### config.mk
export PLATFORM = sky130hd
export DESIGN_NAME = bram_fifo_ctrl
export DESIGN_NICKNAME = d
export VERILOG_FILES = /design/src/rtl/bram_fifo_ctrl.sv
export SDC_FILE = /design/constraint.sdc
export NUM_CORES = 1
export LEC_CHECK = 0
export BUFFER_PORTS_ARGS = -buffer_cell sky130_fd_sc_hd__buf_2
export CAP_MARGIN = 25
export CORE_MARGIN = 8
export CORE_UTILIZATION = 30
export CTS_CLUSTER_DIAMETER = 40
export DETAILED_ROUTE_END_ITERATION = 7
export GPL_ROUTABILITY_DRIVEN = 0
export MAX_ROUTING_LAYER = met4
export PLACE_DENSITY = 0.64
export SYNTH_ARGS = -nofsm -noshare
export SYNTH_HDL_FRONTEND = slang
export SYNTH_SLANG_ARGS = --single-unit
### constraint.sdc
create_clock -name clk -period 3.3 [get_ports clk]
set_input_delay 0.165 -clock clk [delete_from_list [all_inputs] [get_ports clk]]
set_output_delay 0.165 -clock clk [all_outputs]
set_load 0.03 [all_outputs]
### src/rtl/bram_fifo_ctrl.sv
// bram_fifo_ctrl: circular FIFO over a dual-port BRAM (A write, B read) with a 2-entry output buffer.
// Define BRAM_FIFO_HWM_EN to build the occupancy high-water-mark register; otherwise hwm reads 0.
module bram_fifo_ctrl #(
  parameter int ADDR_W = 10,
  parameter int DATA_W = 8
) (
  input  logic              clk,
  input  logic              rst,
  input  logic [DATA_W-1:0] s_data,
  input  logic              s_valid,
  output logic              s_ready,
  output logic [DATA_W-1:0] m_data,
  output logic              m_valid,
  input  logic              m_ready,
  output logic [ADDR_W:0]   count,
  output logic [ADDR_W:0]   hwm,
  output logic [ADDR_W-1:0] bram_addr_a,
  output logic              bram_we_a,
  output logic [DATA_W-1:0] bram_din_a,
  output logic [ADDR_W-1:0] bram_addr_b,
  output logic              bram_we_b,
  input  logic [DATA_W-1:0] bram_dout_b
);
  localparam logic [ADDR_W:0] DEPTH = (ADDR_W+1)'(2**ADDR_W);
  logic [ADDR_W-1:0] wr_ptr_q, wr_ptr_d, rd_ptr_q, rd_ptr_d;
  logic [ADDR_W:0]   mem_count_q, mem_count_d;
  logic              rd_pending_q, issue, pop;
  logic [1:0]        occ_q, occ_d, slot;
  logic [DATA_W-1:0] buf0_q, buf0_d, buf1_q, buf1_d;
  assign s_ready     = !rst && (mem_count_q != DEPTH);
  assign bram_we_a   = s_valid && s_ready;
  assign bram_addr_a = wr_ptr_q;
  assign bram_din_a  = s_data;
  assign bram_addr_b = rd_ptr_q;
  assign bram_we_b   = 1'b0;
  assign m_valid     = occ_q != 2'd0;
  assign m_data      = buf0_q;
  assign pop         = m_valid && m_ready;
  assign count       = mem_count_q + (ADDR_W+1)'(rd_pending_q) + (ADDR_W+1)'(occ_q);
  // Issue only if the buffer can still hold everything in flight after this cycle's pop.
  assign issue       = (mem_count_q != '0) && (({1'b0, occ_q} + 3'(rd_pending_q) - 3'(pop)) < 3'd2);
  assign slot        = occ_q - 2'(pop);
  always_comb begin
    wr_ptr_d    = wr_ptr_q + ADDR_W'(bram_we_a);
    rd_ptr_d    = rd_ptr_q + ADDR_W'(issue);
    mem_count_d = mem_count_q + (ADDR_W+1)'(bram_we_a) - (ADDR_W+1)'(issue);
    occ_d       = occ_q + 2'(rd_pending_q) - 2'(pop);
    // Head shifts forward on pop; when the buffer empties buf0 keeps the last sample.
    buf0_d      = (pop && occ_q == 2'd2) ? buf1_q : (rd_pending_q && slot == 2'd0) ? bram_dout_b : buf0_q;
    buf1_d      = (rd_pending_q && slot == 2'd1) ? bram_dout_b : buf1_q;
  end
  always_ff @(posedge clk) begin
    if (rst) begin
      wr_ptr_q     <= '0;
      rd_ptr_q     <= '0;
      mem_count_q  <= '0;
      rd_pending_q <= 1'b0;
      occ_q        <= '0;
      buf0_q       <= '0;
      buf1_q       <= '0;
    end else begin
      wr_ptr_q     <= wr_ptr_d;
      rd_ptr_q     <= rd_ptr_d;
      mem_count_q  <= mem_count_d;
      rd_pending_q <= issue;
      occ_q        <= occ_d;
      buf0_q       <= buf0_d;
      buf1_q       <= buf1_d;
    end
  end
`ifdef BRAM_FIFO_HWM_EN
  logic [ADDR_W:0] hwm_q;
  always_ff @(posedge clk) begin
    if (rst) hwm_q <= '0;
    else if (count > hwm_q) hwm_q <= count;
  end
  assign hwm = hwm_q;
`else
  assign hwm = '0;
`endif
endmodule

Word level (Yosys, flattened, before mapping)
Cells that the tools add are included.
{"block": "op_classes", "add_sub_neg": 11, "magnitude_cmp": 1, "n_eq_ne": 3, "muxes": 2, "n_reduce_logical": 12}
{"cell": "11-bit by 1-bit adder with 11-bit output", "count": 2}
{"cell": "10-bit by 1-bit adder with 10-bit output", "count": 2}
{"cell": "8-bit two-way mux", "count": 2}
{"cell": "11-bit by 2-bit adder with 11-bit output", "count": 1}
{"cell": "11-bit inequality test, second input constant", "count": 1}
{"cell": "11-bit nonzero test", "count": 1}
{"cell": "11-bit by 1-bit subtractor with 11-bit output", "count": 1}
{"cell": "1-bit logical AND", "count": 7}
{"cell": "2-bit nonzero test", "count": 2}
{"cell": "2-bit by 1-bit subtractor with 2-bit output", "count": 2}
{"cell": "2-bit by 1-bit adder with 3-bit output", "count": 1}
{"cell": "3-bit by 2-bit < comparator with 1-bit output, second input constant", "count": 1}
{"cell": "3-bit by 1-bit subtractor with 3-bit output", "count": 1}
{"cell": "2-bit by 1-bit adder with 2-bit output", "count": 1}
{"cell": "2-bit by 1-bit equality test with 1-bit output, second input constant", "count": 1}
{"cell": "2-bit equality test, second input constant", "count": 1}
{"cell": "2-bit logical NOT", "count": 1}
{"cell": "1-bit logical NOT", "count": 1}
{"block": "totals", "reg_bits": 50, "out_inout_bits": 62}

Logic depth before layout (Yosys ltp)
{"block": "depth", "depth_word": 7, "ltp_mapped": 20, "ltp_nobuf": 20}

Worst setup path after synthesis
No wires, ideal clock.
{"block": "synth_timing", "path_type": "register to register", "start": "register occ_q[1]", "end": "register mem_count_q[7]", "arrival_time_ns": 3.754, "path_slack_ns": -0.577, "stages_incl_launch_ff": 19, "n_path_buf": 0, "cell_sequence": "dfxtp_1 inv_1 nand2_1 and2_1 ha_1 inv_1 ha_1 inv_1 fa_1 xnor2_1 o211a_1 ha_1 inv_1 ha_1 a21o_1 a221o_1 a211o_1 a31oi_1 mux2_1"}
{"block": "synth_via", "elab_chain_cells": 6, "elab_cells_between_ends": 7}
{"element": "start, declared", "line_no": "28", "source": "logic [1:0] occ_q, occ_d, slot;"}
{"element": "start signal, assigned", "line_no": "58", "source": "occ_q <= '0;"}
{"element": "start signal, assigned", "line_no": "66", "source": "occ_q <= occ_d;"}
{"element": "2-bit nonzero test", "line_no": "36", "source": "assign m_valid = occ_q != 2'd0;"}
{"element": "named net m_valid", "line_no": "13", "source": "output logic m_valid,"}
{"element": "1-bit logical AND", "line_no": "38", "source": "assign pop = m_valid && m_ready;"}
{"element": "3-bit by 1-bit subtractor with 3-bit output", "line_no": "41", "source": "assign issue = (mem_count_q != '0) && (({1'b0, occ_q} + 3'(rd_pending_q) - 3'(pop)) < 3'd2);"}
{"element": "3-bit by 2-bit < comparator with 1-bit output", "line_no": "41"}
{"element": "1-bit logical AND", "line_no": "41"}
{"element": "named net issue", "line_no": "27", "source": "logic rd_pending_q, issue, pop;"}
{"element": "11-bit by 1-bit subtractor with 11-bit output", "line_no": "46", "source": "mem_count_d = mem_count_q + (ADDR_W+1)'(bram_we_a) - (ADDR_W+1)'(issue);"}
{"element": "end signal, assigned", "line_no": "64", "source": "mem_count_q <= mem_count_d;"}
{"element": "end, declared", "line_no": "26", "source": "logic [ADDR_W:0] mem_count_q, mem_count_d;"}
The timed path passes the listed nets, and every way through them passes these cells.
A chain may end at the register's enable or synchronous reset.

Final worst setup path
{"block": "layout_timing", "start": "register occ_q[1]", "end": "register mem_count_q[7]"}
{"block": "layout_via", "elab_chain_cells": 6, "elab_cells_between_ends": 7}
{"element": "branches (longest 2 deep; another with 2-bit by 1-bit adder with 3-bit output)"}
{"element": "3-bit by 1-bit subtractor with 3-bit output (*)", "line_no": "41"}
{"element": "3-bit by 2-bit < comparator with 1-bit output (*)", "line_no": "41"}
{"element": "1-bit logical AND (*)", "line_no": "41"}
{"element": "named net issue", "line_no": "27"}
{"element": "11-bit by 1-bit subtractor with 11-bit output (*)", "line_no": "46"}
Mark *: on every way through the listed nets, which the timed path passes.

==> results.cfg <==
[final_layout]
drive_gt1_share_pct = 29.0
syn_to_final_growth_pct = 25.2
antennaDiodeCount = 0
n_fill_cell = 992
postLayoutCellArea_um2 = 3630
fin_nets = 436

[global_routing]
grt_pass1_vias = 2316
antenna_found_initial = 0
track_usage_pct = 10.7
grt-ovfl-total = 0
grt_pass1_wl_mm = 11.1
grt_max_degree = 55

[sta]
slew_headroom_pct = 60.5
hold_violations = 0
setup_viol = 7
hold_ws_ps = 102
finalWorstSetupSlack_ps = -240
fin_skew_ps = 11.7
tightest_slew_ps = 590
fmax_mhz = 282
rsz0062_at_grt = yes
period_minus_slack_ps = 3540
period_share_pct = 107
slew_viol_final = 0

[placement]
place_area_um2 = 3390
dp_hpwl_mm = 5.06
io_buffer_count = 53

[yosys]
synth-edff-count = 0
synthCells = 320
synth_area_leader_cell = dfxtp_1
yosys.area_share.adder_pct = 15.7
async_flop_share_pct = 0
synth_top_area_share_pct = 34.5
ys_ff_latch = 50
synthTopCellsByCount = dfxtp_1, nor2_1, ha_1, inv_1, buf_4
syn_area_um2 = 2900
synthMuxAreaShare_pct = 6.69
synth.area.top_cells = dfxtp_1, ha_1, nor2_1, mux2i_1, xnor2_1
synth_top_flop_cell = dfxtp_1
synth.most_common_cell = dfxtp_1
ys_warn_count = 0
synth_top_family_by_area = simple AND/OR/NAND/NOR gates
postSynthAreaPerCell_um2 = 9.06
synth_compound_area_share_pct = 7.51
synthDistinctLibCells = 42
yosysSeqAreaShare_pct = 34.5
synth_xor_area_share_pct = 9.06
synth_simple_gate_area_share_pct = 16.8

[clocking]
clkTransAtPathRegs_ps = 100
clk_latency_ps = 310
cts_root_buffer = clkbuf_8
clkSinkCount = 50
cts_tree = done
cts_buffer_depth = 2
numCtsBuffers = 5
htreeDepth = 2

[pwr]
power_density_nw_per_um2 = 1090
p_sw_share_pct = 43.9
clkPwrFrac_pct = 11.4
p_sw_w = 0.00173
p_comb_share_pct = 66.5
pwr-share-seq_pct = 22.1
p_leak_nw = 1.72
ir_drop_uv = 555
intPower_w = 0.00221

[drt]
wl_per_cell_um = 13.0
vias = 2290
postRouteAntennaNets = 0
viasPerCell = 4.44
route.detailed.drc = 0
wirelength_mm = 6.73
dr.first_iter.drc_count = 57
drt-pass1-iter-count = 4

[die]
num_rows = 36
start_util_pct = 30.2
fp.coreArea_um2 = 9590
die-area_um2 = 13100
fp.dieW_um = 114
pin_count = 82
die_h_um = 114

[min_path]
hp-class = in2reg

[flow_run]
maxCapViolations = 0

[worst_setup_path]
path_cells = inv_4 > nand2_4 > and2_4 > ha_4 > inv_4 > ha_4 > inv_2 > fa_2 > o211a_1 > ha_4 > inv_2 > ha_4 > a21o_1 > a221o_1 > a211o_1 > a31oi_2 > mux2_1
crit_fanout = 2
path_class = reg2reg
endpoint_kind = flip-flop
cpMaxStageDelayCell = fa_2
max_stage_delay_ps = 430
cp.required_ps = 3510
startpoint_type = flip-flop
worstPathArrival_ps = 3750
worst_path_most_repeated_cell = ha_4

[outcome]
outcome = finished with violations
failed_checks = setup timing
-- power by group through the flow --
| stage | logic, W | clock network [W] | registers (W) |
|---|---|---|---|
| finish | 0.00262 | 0.000448 | 0.000873 |
| global route | 0.00287 | 0.000493 | 0.000898 |
| CTS | 0.00237 | 0.000464 | 0.000876 |
| detailed placement | 0.00225 | 0 | 0.000890 |
| global placement | 0.00220 | 0 | 0.000883 |
| floorplan | 0.00160 | 0 | 0.000952 |
-- sequential cells by signal (all words and copies together) (netlist names) --
name,cells
mem_count_q,11
bram_addr_a,10
bram_addr_b,10
buf1_q,8
m_data,8
occ_q,2
rd_pending_q,1
-- worst paths after layout --
check / endpoint / slack, ps / startpoint / cells after the start
setup / recovery: mem_count_q[7] / -240 / occ_q[1] / 17
hold reg to reg: buf1_q[3] / 510 / buf1_q[3] / 2
hold / removal: buf1_q[3] / 100 / bram_dout_b[3] / 3
setup reg to reg: mem_count_q[7] / -240 / occ_q[1] / 17
-- cell type report --
class                      count  area (um2)  share of cell area (%)
multi-input combinational    227        1820                    50.2
sequential                    50        1000                    27.7
timing repair buffer          72         423                    11.6
tap                          133         166                    4.58
inverter                      26         103                    2.82
clock buffer                   5        68.8                    1.89
clock inverter                 3        45.0                    1.24
-- kinds of logic after synthesis --
group	Yosys count
adders and majority gates	34
xor gates and xnor gates	30
DFF	50
and+or+nand+nor	100
buffers and inverters	54
AOI/OAI and AO/OA	32
other	1
muxes	19
-- per-stage QoR --
stage	utilization (%)	setup TNS, ps	worst slack (ps)	total power (W)	std cells
final	37.9	-1100	-240	0.00394	516
after global placement	35.4	-426	-155	0.00308	502
after CTS	36.9	-1080	-229	0.00371	514
after floorplan	-	-420	-222	0.00256	331
after global routing	37.9	-2100	-341	0.00426	516
after detailed placement	35.4	-717	-216	0.00314	502
-- cell usage in the layout (no fill, tap or decap), drive strengths merged --
cell type and n:
a211o 1, a211oi 9, a21boi 1, a21o 2
a21oi 7, a221o 1, a221oi 1, a31oi 1
and2 2, and3 7, and4 2, and4b 1
buf 72, bufinv 1, clkbuf 5, clkinvlp 2
conb 12, dfxtp 50, fa 4, ha 30
inv 26, mux2 3, mux2i 16, nand2 9
nand2b 2, nand3 14, nand4 1, nor2 44
nor2b 13, nor3 2, o211a 1, o21ai 5
o21bai 1, o221ai 1, o31ai 1, or2 1
or3 2, xnor2 18, xor2 12
-- layer usage --
layer	share of wire, %	GRT usage, %
met5	0	-
met4	1.3	3.19
met3	6.3	2.95
met2	48	17.5
met1	44	12.5
-- critical path: cells and delay by family (launching register included) --
| family | cells | cell delay, ps |
|---|---|---|
| adder cells (fa/ha/maj) | 5 | 1260 |
| buffers and inverters | 4 | 180 |
| AO/OA/AOI/OAI | 5 | 1140 |
| multiplexers | 1 | 320 |
| flip-flops | 1 | 360 |
| AND/OR/NAND/NOR | 2 | 180 |
-- repair_timing --
action,CTS,global route
hold buffers,0,0
setup buffers,4,2
setup endpoints to repair,6,8
gates resized for setup,1,16
pin swaps,6,8
Note: power is estimated with default switching activity, not from simulation.
